**src/rtl/ctrl_pkg.sv**
```systemverilog
// ----------------------------------------------------------------------------
// ctrl_pkg
// Shared encodings for the multicycle RV32 control path: sequencer states,
// opcode constants, ALUop codes, mux-select encodings and fault codes. The
// datapath and ALU_Control import the same package so select values agree.
// ----------------------------------------------------------------------------
package ctrl_pkg;

   typedef enum logic [3:0] {
      S_IDLE,
      S_FETCH,
      S_DECODE,
      S_MEMADR,
      S_MEMREAD,
      S_MEMWB,
      S_MEMWRITE,
      S_EXEC_R,
      S_EXEC_I,
      S_LUI,
      S_ALUWB,
      S_BRANCH,
      S_JAL,
      S_HALT
   } state_t;

   // Opcodes (instr[6:0])
   localparam logic [6:0] OPC_LOAD   = 7'b0000011;
   localparam logic [6:0] OPC_STORE  = 7'b0100011;
   localparam logic [6:0] OPC_RTYPE  = 7'b0110011;
   localparam logic [6:0] OPC_ITYPE  = 7'b0010011;
   localparam logic [6:0] OPC_BRANCH = 7'b1100011;
   localparam logic [6:0] OPC_JAL    = 7'b1101111;
   localparam logic [6:0] OPC_LUI    = 7'b0110111;

   // ALUop codes consumed by ALU_Control
   localparam logic [1:0] ALUOP_ADD   = 2'b00;
   localparam logic [1:0] ALUOP_SUB   = 2'b01;
   localparam logic [1:0] ALUOP_RTYPE = 2'b10;
   localparam logic [1:0] ALUOP_ITYPE = 2'b11;

   // ALU operand A select
   localparam logic [1:0] SRCA_PC    = 2'b00;
   localparam logic [1:0] SRCA_OLDPC = 2'b01;
   localparam logic [1:0] SRCA_REGA  = 2'b10;
   localparam logic [1:0] SRCA_ZERO  = 2'b11;

   // ALU operand B select
   localparam logic [1:0] SRCB_REGB = 2'b00;
   localparam logic [1:0] SRCB_IMM  = 2'b01;
   localparam logic [1:0] SRCB_FOUR = 2'b10;

   // Result bus select
   localparam logic [1:0] RES_ALUOUT    = 2'b00;
   localparam logic [1:0] RES_MEMDATA   = 2'b01;
   localparam logic [1:0] RES_ALURESULT = 2'b10;

   typedef enum logic [1:0] {
      FAULT_NONE    = 2'b00,
      FAULT_ILLEGAL = 2'b01,
      FAULT_TIMEOUT = 2'b10
   } fault_t;

   // Only beq (000) and bne (001) are implemented.
   function automatic logic is_supported_branch(input logic [2:0] f3);
      return (f3 == 3'b000) || (f3 == 3'b001);
   endfunction

endpackage

```
**src/rtl/ctrl_watchdog.sv**
```systemverilog
// ----------------------------------------------------------------------------
// ctrl_watchdog
// Counts consecutive cycles a memory request waits without mem_ready and
// pulses timeout on the cycle the count reaches TIMEOUT_CYC.
// TIMEOUT_CYC = 0 disables the watchdog (timeout never asserts).
// Ports:
//   clk, rst_n  clock, asynchronous active-low reset
//   enable      request pending and not accepted this cycle
//   clear       no pending wait (request accepted or absent)
//   timeout     combinational pulse: this is wait cycle number TIMEOUT_CYC
// ----------------------------------------------------------------------------
module ctrl_watchdog #(
   parameter int TIMEOUT_CYC = 255
) (
   input  logic clk,
   input  logic rst_n,
   input  logic enable,
   input  logic clear,
   output logic timeout
);

   localparam int CW = (TIMEOUT_CYC < 2) ? 1 : $clog2(TIMEOUT_CYC + 1);
   // Count value held during the final allowed wait cycle.
   localparam logic [CW-1:0] LAST = CW'((TIMEOUT_CYC == 0) ? 0 : TIMEOUT_CYC - 1);
   localparam bit ACTIVE = (TIMEOUT_CYC != 0);

   logic [CW-1:0] count;

   // NOTE: sequential state uses non-blocking (<=) so every flop samples
   // pre-edge values regardless of statement order.
   always_ff @(posedge clk or negedge rst_n) begin
      if (!rst_n)
         count <= '0;
      else if (clear)
         count <= '0;
      else if (enable && ACTIVE)
         count <= count + CW'(1);
   end

   assign timeout = ACTIVE && enable && (count == LAST);

endmodule

```
**src/rtl/multicycle_control_fsm.sv**
```systemverilog
// ----------------------------------------------------------------------------
// multicycle_control_fsm
// Main sequencer of the multicycle RV32 core. Steps each instruction from
// FETCH through writeback, drives the datapath selects, write enables, the
// ALUop code and a valid/ready memory handshake. Counts retired instructions
// and halts (sticky until reset) on an illegal opcode or memory timeout.
// Ports:
//   clk, rst_n        clock, asynchronous active-low reset
//   opcode, funct3    instruction fields from IR
//   zero              ALU zero flag, current cycle
//   mem_ready         memory accepts/completes the request this cycle
//   mem_req, mem_we   request valid / request is a write
//   adr_src           memory address: 0 PC, 1 ALUOut
//   ir_write          load IR and oldPC
//   pc_write          load PC from result bus
//   reg_write         register-file write enable
//   alu_src_a/b       ALU operand selects
//   alu_op            ALUop code for ALU_Control
//   result_src        result bus select
//   retired           instructions completed since reset (wraps)
//   halted            high in HALT
//   fault             00 none, 01 illegal, 10 memory timeout
// ----------------------------------------------------------------------------
module multicycle_control_fsm
   import ctrl_pkg::*;
#(
   parameter int CNT_W       = 32,
   parameter int TIMEOUT_CYC = 255
) (
   input  logic             clk,
   input  logic             rst_n,
   input  logic [6:0]       opcode,
   input  logic [2:0]       funct3,
   input  logic             zero,
   input  logic             mem_ready,
   output logic             mem_req,
   output logic             mem_we,
   output logic             adr_src,
   output logic             ir_write,
   output logic             pc_write,
   output logic             reg_write,
   output logic [1:0]       alu_src_a,
   output logic [1:0]       alu_src_b,
   output logic [1:0]       alu_op,
   output logic [1:0]       result_src,
   output logic [CNT_W-1:0] retired,
   output logic             halted,
   output logic [1:0]       fault
);

   state_t           state, state_nxt;
   fault_t           fault_q, fault_nxt;
   logic [CNT_W-1:0] retired_q;
   logic             retire;
   logic             wd_timeout;

   // mem_req is decoded from state only, so the watchdog inputs form no
   // combinational loop through mem_ready.
   ctrl_watchdog #(
      .TIMEOUT_CYC(TIMEOUT_CYC)
   ) u_watchdog (
      .clk    (clk),
      .rst_n  (rst_n),
      .enable (mem_req & ~mem_ready),
      .clear  (~mem_req | mem_ready),
      .timeout(wd_timeout)
   );

   always_ff @(posedge clk or negedge rst_n) begin
      if (!rst_n) begin
         state     <= S_IDLE;
         fault_q   <= FAULT_NONE;
         retired_q <= '0;
      end else begin
         state   <= state_nxt;
         fault_q <= fault_nxt;
         if (retire)
            retired_q <= retired_q + CNT_W'(1);
      end
   end

   always_comb begin
      // NOTE: every output gets a default before the case so no path can
      // leave a signal unassigned and infer a latch.
      state_nxt  = state;
      fault_nxt  = fault_q;
      retire     = 1'b0;
      mem_req    = 1'b0;
      mem_we     = 1'b0;
      adr_src    = 1'b0;
      ir_write   = 1'b0;
      pc_write   = 1'b0;
      reg_write  = 1'b0;
      alu_src_a  = SRCA_PC;
      alu_src_b  = SRCB_REGB;
      alu_op     = ALUOP_ADD;
      result_src = RES_ALUOUT;
      halted     = 1'b0;

      case (state)
         S_IDLE: state_nxt = S_FETCH;

         S_FETCH: begin
            // PC+4 is computed while the instruction is fetched and written
            // back to PC on the accepting cycle.
            mem_req    = 1'b1;
            alu_src_a  = SRCA_PC;
            alu_src_b  = SRCB_FOUR;
            alu_op     = ALUOP_ADD;
            result_src = RES_ALURESULT;
            if (mem_ready) begin
               ir_write  = 1'b1;
               pc_write  = 1'b1;
               state_nxt = S_DECODE;
            end else if (wd_timeout) begin
               state_nxt = S_HALT;
               fault_nxt = FAULT_TIMEOUT;
            end
         end

         S_DECODE: begin
            // Speculative branch target oldPC+imm lands in ALUOut.
            alu_src_a = SRCA_OLDPC;
            alu_src_b = SRCB_IMM;
            alu_op    = ALUOP_ADD;
            case (opcode)
               OPC_LOAD, OPC_STORE: state_nxt = S_MEMADR;
               OPC_RTYPE:           state_nxt = S_EXEC_R;
               OPC_ITYPE:           state_nxt = S_EXEC_I;
               OPC_JAL:             state_nxt = S_JAL;
               OPC_LUI:             state_nxt = S_LUI;
               OPC_BRANCH: begin
                  if (is_supported_branch(funct3)) begin
                     state_nxt = S_BRANCH;
                  end else begin
                     state_nxt = S_HALT;
                     fault_nxt = FAULT_ILLEGAL;
                  end
               end
               default: begin
                  state_nxt = S_HALT;
                  fault_nxt = FAULT_ILLEGAL;
               end
            endcase
         end

         S_MEMADR: begin
            alu_src_a = SRCA_REGA;
            alu_src_b = SRCB_IMM;
            alu_op    = ALUOP_ADD;
            state_nxt = (opcode == OPC_STORE) ? S_MEMWRITE : S_MEMREAD;
         end

         S_MEMREAD: begin
            mem_req = 1'b1;
            adr_src = 1'b1;
            if (mem_ready) begin
               state_nxt = S_MEMWB;
            end else if (wd_timeout) begin
               state_nxt = S_HALT;
               fault_nxt = FAULT_TIMEOUT;
            end
         end

         S_MEMWB: begin
            result_src = RES_MEMDATA;
            reg_write  = 1'b1;
            retire     = 1'b1;
            state_nxt  = S_FETCH;
         end

         S_MEMWRITE: begin
            mem_req = 1'b1;
            mem_we  = 1'b1;
            adr_src = 1'b1;
            if (mem_ready) begin
               retire    = 1'b1;
               state_nxt = S_FETCH;
            end else if (wd_timeout) begin
               state_nxt = S_HALT;
               fault_nxt = FAULT_TIMEOUT;
            end
         end

         S_EXEC_R: begin
            alu_src_a = SRCA_REGA;
            alu_src_b = SRCB_REGB;
            alu_op    = ALUOP_RTYPE;
            state_nxt = S_ALUWB;
         end

         S_EXEC_I: begin
            alu_src_a = SRCA_REGA;
            alu_src_b = SRCB_IMM;
            alu_op    = ALUOP_ITYPE;
            state_nxt = S_ALUWB;
         end

         S_LUI: begin
            alu_src_a = SRCA_ZERO;
            alu_src_b = SRCB_IMM;
            alu_op    = ALUOP_ADD;
            state_nxt = S_ALUWB;
         end

         S_ALUWB: begin
            result_src = RES_ALUOUT;
            reg_write  = 1'b1;
            retire     = 1'b1;
            state_nxt  = S_FETCH;
         end

         S_BRANCH: begin
            // Compare regA-regB; ALUOut still holds the target from DECODE.
            // funct3[0] inverts the sense: beq takes on zero, bne on !zero.
            alu_src_a  = SRCA_REGA;
            alu_src_b  = SRCB_REGB;
            alu_op     = ALUOP_SUB;
            result_src = RES_ALUOUT;
            pc_write   = zero ^ funct3[0];
            retire     = 1'b1;
            state_nxt  = S_FETCH;
         end

         S_JAL: begin
            // PC <- target (ALUOut); ALU computes link oldPC+4 for ALUWB.
            alu_src_a  = SRCA_OLDPC;
            alu_src_b  = SRCB_FOUR;
            alu_op     = ALUOP_ADD;
            result_src = RES_ALUOUT;
            pc_write   = 1'b1;
            state_nxt  = S_ALUWB;
         end

         S_HALT: halted = 1'b1;

         default: state_nxt = S_IDLE;
      endcase
   end

   assign retired = retired_q;
   assign fault   = fault_q;

endmodule
```
**config.mk**
```make
export PLATFORM = sky130hd
export DESIGN_NAME = multicycle_control_fsm
export DESIGN_NICKNAME = d
export VERILOG_FILES = /design/src/rtl/ctrl_pkg.sv /design/src/rtl/ctrl_watchdog.sv /design/src/rtl/multicycle_control_fsm.sv
export SDC_FILE = /design/constraint.sdc
export NUM_CORES = 1
export LEC_CHECK = 0
export ABC_AREA = 1
export BUFFER_PORTS_ARGS = -buffer_cell sky130_fd_sc_hd__buf_4
export CAP_MARGIN = 20
export CORE_ASPECT_RATIO = 1.4
export CORE_UTILIZATION = 31
export DETAILED_ROUTE_END_ITERATION = 16
export SETUP_SLACK_MARGIN = 0.15
export SYNTH_ARGS = -nofsm -noshare
export SYNTH_HDL_FRONTEND = slang
export SYNTH_SLANG_ARGS = --single-unit
```
**constraint.sdc**
```tcl
create_clock -name clk -period 1.57 [get_ports clk]
set_input_delay 0.157 -clock clk [delete_from_list [all_inputs] [get_ports clk]]
set_output_delay 0.157 -clock clk [all_outputs]
set_load 0.005 [all_outputs]
```
Yosys cells after proc, flatten, opt, wreduce, memory -nomap -nowiden
Index checks and enable logic that the tools add are counted.
{"block": "totals", "output_inout_bits": 49, "register_bits": 46}
{"block": "op_classes", "n_bitwise": 5, "muxes": 28, "add_sub_neg": 2, "reduce_logical": 19, "eq_ne": 26}
{"operator": "$add A32 B1 Y32 const B", "count": 1}
{"operator": "$pmux W4 S8", "count": 1}
{"operator": "$eq A4 B4 Y1 const B", "count": 6}
{"operator": "$pmux W4 S6", "count": 1}
{"operator": "$eq A7 B6 Y1 const B", "count": 3}
{"operator": "$eq A4 B3 Y1 const B", "count": 4}
{"operator": "$mux W4", "count": 4}
{"operator": "$mux W8", "count": 2}
{"operator": "$pmux W2 S2", "count": 4}
{"operator": "$reduce_or A4 Y1", "count": 4}
{"operator": "$eq A7 B7 Y1 const B", "count": 2}
{"operator": "$pmux W2 S3", "count": 2}
{"operator": "$reduce_or A2 Y1", "count": 5}
{"operator": "$add A8 B1 Y8 const B", "count": 1}
{"operator": "$eq A4 B2 Y1 const B", "count": 2}
{"operator": "$eq A8 B8 Y1 const B", "count": 1}
{"operator": "$mux W2", "count": 4}
{"operator": "$eq A7 B2 Y1 const B", "count": 1}
{"operator": "$eq A7 B5 Y1 const B", "count": 1}
{"operator": "$mux W1", "count": 7}
{"operator": "$reduce_or A3 Y1", "count": 2}
{"operator": "$reduce_or A6 Y1", "count": 1}
{"operator": "$reduce_and A5 Y1", "count": 1}
{"operator": "$eq A4 B1 Y1 const B", "count": 1}
{"operator": "other kinds (16)", "count": 19}

Logic depth before layout (Yosys ltp)
Gate-level depths: netlist (run 1).
{"block": "logic_depth", "ltp_word": 8, "depth_mapped": 11}

Cells and area by module
From an unflattened synthesis (run 1), not the netlist that was laid out.
{"block": "hier_totals", "cells_unflattened": 475, "hier_area_um2": 3100.5}
{"mod": "multicycle_control_fsm", "cells_each": 411, "seq_area_each_um2": 950.9, "area_per_inst_um2": 2626.3, "n_inst": 1}
{"mod": "ctrl_watchdog", "cells_each": 64, "seq_area_each_um2": 200.2, "area_per_inst_um2": 474.2, "n_inst": 1}

Worst setup path before layout (run 1)
No wires, ideal clock.
{"block": "synth_timing", "path_type": "flip-flop to flip-flop", "startpoint": "register retired_q[0], in the netlist retired[0]", "endpoint": "register retired_q[14], in the netlist retired[14]", "period_less_slack_ns": 1.549, "stages_incl_launch_ff": 8, "setup_slack_ns": 0.021, "setup_ns": 0.124, "t_arrival_ns": 1.425, "cell_sequence": "dfrtp_1 > ha_1 > nand3_1 > nor2_4 > nand3b_1 > inv_1 > nand3_1 > xnor2_1"}
{"block": "synth_via", "elab_chain_len": 1}
{"element": "start: declaration", "line_no": "multicycle_control_fsm.sv:53", "rtl": "logic [CNT_W-1:0] retired_q;"}
{"element": "start signal: assignment", "line_no": "multicycle_control_fsm.sv:78", "rtl": "retired_q <= retired_q + CNT_W'(1);"}
{"element": "$add A32 B1 Y32", "line_no": "multicycle_control_fsm.sv:78"}
Every way passes these cells.
A chain may end at the register's enable or synchronous reset.

Final worst setup path (run 1)
{"block": "layout_timing", "startpoint": "register state[0]", "endpoint": "output pc_write"}
{"block": "layout_via", "elab_chain_len": 2, "word_cells_on_any_way": 4, "classes_between": "eq/ne (3); mux (1)"}
{"element": "start: declaration", "line_no": "multicycle_control_fsm.sv:51", "rtl": "state_t state, state_nxt;"}
{"element": "start signal: assignment", "line_no": "multicycle_control_fsm.sv:75", "rtl": "state <= state_nxt;"}
{"element": "$eq A4 B4 Y1 or $eq A4 B1 Y1 (tied branches)", "line_no": "multicycle_control_fsm.sv:100", "rtl": "case (state)"}
{"element": "$pmux W1 S3 *", "line_no": "multicycle_control_fsm.sv:100"}
{"element": "end: declaration", "line_no": "multicycle_control_fsm.sv:40", "rtl": "output logic pc_write,"}
Mark *: on every way between the ends. The rest lies on a longest branch, timed or not.

==> results of run 1 <==
==> routing by layer <==
| layer | vias up | GRT usage [%] | wire length (µm) |
|---|---|---|---|
| met5 | - | 0 | 0 |
| met4 | 0 | 9.32 | 478 |
| met3 | 30 | 2.93 | 418 |
| met2 | 103 | 35.5 | 5200 |
| met1 | 1567 | 20.3 | 3850 |
| li1 | 1693 | - | - |
==> sequential cells by signal, indices dropped and copies added, names as in the netlist <==
register          flops
u_watchdog.count      8
state                 4
retired              32
fault                 2
==> timing repair <==
| action | CTS | global route |
|---|---|---|
| endpoints found under the hold margin | 46 | 0 |
| gates resized for setup | 45 | 46 |
| setup buffers | 18 | 6 |
| setup endpoints to repair | 52 | 57 |
| pin swaps | 8 | 12 |
| gates cloned | 0 | 5 |
| hold buffers | 1 | 0 |
==> cells in the mapped netlist (all sizes together) <==
cell,number
nand2,188
dfrtp,46
a211oi,1
a21oi,4
xor2,7
buf,6
clkbuf,1
o221ai,1
or2,1
nand3b,12
o22ai,1
nor3,6
nand3,25
inv,46
a21boi,1
o21ai,13
xnor2,13
ha,3
nand4,9
nor2,86
==> worst min-delay path, cell delays in order <==
cell and delay [ns]:
buf_4 0.13, nor2_1 0.05, nand2_1 0.05, a21boi_1 0.06, nand3_1 0.07
==> area by class of cell <==
type	instances	area (µm²)	area share [%]
clock inverters	3	45.0	0.970
repair inverters	1	11.3	0.242
well taps	135	169	3.64
inverters	46	190	4.09
multi-input cells	371	1970	42.4
flip-flops and latches	46	1160	24.9
clock buffers	5	125	2.69
repair buffers	113	976	21.0
==> logic make-up after synthesis <==
group                      synth area share (%)
xor gates and xnor gates                   6.04
DFF                                        36.6
and+or+nand+nor                            44.7
buffers and inverters                      7.75
adders and majority gates                  1.19
AOI/OAI and AO/OA                          3.78
==> power breakdown <==
part | switching [mW] | total (mW) | internal, mW
Combinational | 1.56 | 3.01 | 1.46
Clock | 0.491 | 1.24 | 0.752
Sequential | 0.212 | 1.54 | 1.33
==> worst min-delay path by stage <==
stage	from	to
6_report	mem_ready	state[2]$_DFFE_PN0N_
5_1_grt	mem_ready	u_watchdog.count[3]$_DFF_PN0_
4_1_cts	mem_ready	state[0]$_DFFE_PN0N_
3_5_place_dp	rst_n	retired[26]$_DFFE_PN0P_
3_3_place_gp	rst_n	retired[26]$_DFFE_PN0P_
2_1_floorplan	rst_n	fault[0]$_DFFE_PN0P_
==> results.ini, run 1 <==
[setup_path]
cp_slowest_cell=dfrtp_1
crit_chain=inv_2 -> nor2_4 -> nand2_2 -> o221ai_1 -> buf_4
slowest_delay_ns=0.41
r2r_setup_slack_ns=-0.03
worst-path-stages=5
reg2reg_depth=8
cp-end-kind=output port
startpoint=state[0]$_DFFE_PN0N_
reg2reg_to=retired[13]$_DFFE_PN0P_
crit_arrival_ns=1.47
crit_type=reg2out
required_ns=1.41
timing.critical_path.fanout_max=5
cp_top_family=flip-flops
path_buf_inv=2
r2r_start=state[3]$_DFFE_PN0N_
cp-endpoint=pc_write
startpoint_type=register

[clock_network]
h-tree-depth=2
cts_root_buf=clkbuf_16
clock_path_buffers=2
numCtsBuffers=5
cts_tree=yes
clock-sinks=46
clk_pin_slew_ns=0.07
clock_latency_ns=0.29

[floorplanning]
die_area_um2=10600
initial_core_util_pct=31.8
fp.dieH_um=121
die_width_um=87.2
ioPinCount=63
num_rows=43
core_um2=9900

[cells_and_area]
fin_nets=601
fillers=1003
fin_area_um2=4640
postLayoutCoreUtil_pct=46.9
area_growth_pct=47.5
layout_common_cells=nand2_1 (172), buf_4 (92), nor2_1 (63)
n_antenna_cell=0
fin_cells=720
drive_gt1_share_pct=32.8
layout_commonest_cell=nand2_1

[global_route]
grt_pass1_wl_um=15500
antenna_found_initial=0
grt_pass1_vias=3322
gr-total-overflow=0
grt_max_degree=47
grtUsageTotal_pct=19.0

[timing]
finalSetupViolCount=12
setup_slack_ns=-0.0560
worst_slew_pin_slew_ns=0.631
final_hold_viol_count=0
rsz0062_at_grt=yes
post-route-min-period_ns=1.63
finClkSkew_ns=0.00427
slew_viol_final=0
fin_tns_setup_ns=-0.249
hold_slack_ns=0.265
min_period_over_period_pct=104
slew_headroom_pct=58.0
max_freq_mhz=615

[hold_path]
hold_class=in2reg
hold_depth=5

[logic_synthesis]
ys_ff_latch=46
syn_avg_cell_area_um2=6.70
yosys-top-cells-area=dfrtp_1 (37%), nand2_1 (22%), nor2_1 (9.5%)
yosysWarnings=0
synth_top_area_cell=dfrtp_1
syn_inst=470
synth_area_um2=3150
syn-num-nets=487
ys_types=33
seq_area_frac_synth_pct=36.6
synth_top_area_share_pct=36.6

[routing]
routed-via-count=3393
drtIter0Drc=133
firstDrtPassIters=4
ant_nets=0
routed_wl_um=9940
avgViaCountPerCell=4.71
drt_drc_violations_left=0
routedWlPerCell_um=13.8

[power_and_ir_drop]
ir_drop_mv=0.815
p_per_area_nw_per_um2=1250
power_mw=5.80
p_leak_nw=2.22

[placed_design]
dpl.cell_count=682
pre_cts_ws_ns=-0.0824
port_buffers=62
placed_area_um2=3920
hpwl_um=6760
gp_congestion=0.913

[run]
cap_violations=0

[run_status]
violations=setup timing
status=finished, violations left

No activity file was read; power rests on OpenSTA's default activity.
==> run 2, diff against run 1 <==
Settings changed: SYNTH_HIERARCHICAL set to 1.
==> results.ini, run 2 <==
[timing]
fin_tns_setup_ns=-4.34
post-route-min-period_ns=1.80
final_hold_viol_count=0
hold_slack_ns=0.304
worst_slew_pin_slew_ns=0.616
rsz0062_at_grt=yes
finalSetupViolCount=51
max_freq_mhz=556
slew_headroom_pct=58.9
finClkSkew_ns=0.00480
setup_slack_ns=-0.228
slew_viol_final=0
min_period_over_period_pct=115

[cells_and_area]
layout_commonest_cell=nand2_1
fin_area_um2=5140
n_antenna_cell=0
area_growth_pct=65.9
fin_nets=646
largest_register_ffs=32
fillers=907
drive_gt1_share_pct=40.2
layout_common_cells=nand2_1 (165), buf_4 (108), nor2_1 (68)

[logic_synthesis]
synth_ff_type=dfrtp_1
ys_ff_latch=46
syn-num-nets=492
yosysMostFrequentCell=nand2_1
synth_top_area_cell=dfrtp_1
yosys-top-cells-area=dfrtp_1 (37%), nand2_1 (23%), nor2_1 (9.8%)
synth_area_um2=3100
ys_types=32
synthArstFlopShare_pct=100
syn_inst=475
synth_edf_count=0
seq_area_frac_synth_pct=37.1
yosysWarnings=6
synth_top_area_share_pct=37.1
syn_avg_cell_area_um2=6.53
synth_common_cells=nand2_1 (190), nor2_1 (81), dfrtp_1 (46), inv_1 (45), nand3_1 (28)

[run_status]
violations=setup timing
status=finished, violations left

[global_route]
antenna_found_initial=0
grtUsageTotal_pct=19.0
grt_max_degree=47
grt_pass1_vias=3468
grt_pass1_wl_um=15400
gr-total-overflow=0

[clock_network]
cts_tree=yes
clk_pin_slew_ns=0.07
clock-sinks=46
clock_latency_ns=0.30
clock_path_buffers=2
cts_root_buf=clkbuf_16
h-tree-depth=2
numCtsBuffers=5

[power_and_ir_drop]
p_leak_nw=2.45
ir_drop_mv=0.635
power_mw=6.89
p_per_area_nw_per_um2=1340

[setup_path]
startpoint_type=register
crit_top_cell=buf_6
cp-endpoint=state[0]$_DFFE_PN0N_
slowest_delay_ns=0.46
r2r_setup_slack_ns=-0.23
crit_chain=buf_6 -> nor2_4 -> nand2_2 -> nand2_4 -> nand3_2 -> nor3_2 -> inv_1 -> buf_6 -> a22o_1 -> nand4_1
cp_slowest_cell=dfrtp_2
timing.critical_path.fanout_max=4
r2r_start=state[3]$_DFFE_PN0N_
required_ns=1.80
cp-end-kind=register
crit_arrival_ns=2.03
crit_type=reg2reg
reg2reg_depth=10
reg2reg_to=state[0]$_DFFE_PN0N_
startpoint=state[3]$_DFFE_PN0N_

[routing]
routed_wl_um=10100
ant_nets=0
routed-via-count=3597
drtIter0Drc=114
drt_drc_violations_left=0
routedWlPerCell_um=13.2
avgViaCountPerCell=4.72
firstDrtPassIters=4

[floorplanning]
initial_core_util_pct=32.4
num_rows=42
die_area_um2=10400
core_um2=9560
ioPinCount=63
fp.dieH_um=120
die_width_um=86.5

[hold_path]
hold_class=in2reg

[placed_design]
gp_congestion=0.888
hpwl_um=6790
placed_area_um2=4060
port_buffers=62
pre_cts_ws_ns=-0.0492

[run]
cap_violations=0

==> run 2: layout make-up <==
type,instances,area (µm²),area share (%)
Clock buffer,5,125,2.43
Sequential cell,46,1160,22.5
Clock inverter,3,45.0,0.875
Inverter,48,204,3.96
Timing Repair Buffer,150,1350,26.2
Tap cell,132,165,3.21
Multi-Input combinational cell,378,2100,40.8
==> run 2: report_power, final <==
group | total, mW | internal (mW) | switching, mW
Sequential | 1.58 | 1.35 | 0.223
Combinational | 4.07 | 2.21 | 1.85
Clock | 1.25 | 0.752 | 0.499
Total | 6.89 | 4.32 | 2.57
==> run 2: worst min-delay path by stage <==
stage / startpoint / to / slack (ns) / cells past startpoint
4_1_cts: funct3[1] / state[2]$_DFFE_PN0N_ / 0.31 / 7
3_5_place_dp: rst_n / retired[4]$_DFFE_PN0P_ / 0.22 / 1
3_3_place_gp: rst_n / retired[4]$_DFFE_PN0P_ / 0.21 / 1
6_report: opcode[4] / state[1]$_DFFE_PN0N_ / 0.30 / 6
2_1_floorplan: rst_n / fault[0]$_DFFE_PN0P_ / -0.14 / 0
5_1_grt: funct3[2] / state[2]$_DFFE_PN0N_ / 0.34 / 7
==> run 2: through the flow <==
stage	utilization, %	instances
floorplan	-	475
global placement	42.4	702
finish	53.8	762
global route	53.8	762
detailed placement	42.4	702
CTS	50.2	743
==> run 2: routing by layer <==
metal / up-vias / track usage, % / routed length [µm]
met5: - / 0 / 0
met4: 0 / 11.4 / 368
met3: 27 / 2.94 / 354
met2: 107 / 36.4 / 5600
met1: 1672 / 18.8 / 3770
li1: 1791 / - / -
==> run 2: critical path: cells and delay by family, from the launching register on <==
family	cells	cell delay [ns]
buffers and inverters	3	0.37
AOI/OAI and AO/OA	1	0.22
DFF	1	0.46
and+or+nand+nor	6	0.66
==> run 2: timing repair <==
action,4_1_cts,5_1_grt
pin swaps,28,22
gates resized for setup,85,58
cloned,3,0
endpoints found under the setup margin,58,61
hold endpoints to repair,46,0
hold buffers,1,0
buffers inserted,29,19
==> run 2: cell families after synthesis <==
group           Yosys count  synth area share (%)
flops                    46                  37.1
compound gates           24                  4.48
simple gates            331                  45.0
xor+xnor                 19                  5.37
fa+ha+maj                 3                  1.21
buf+inv                  52                  6.82
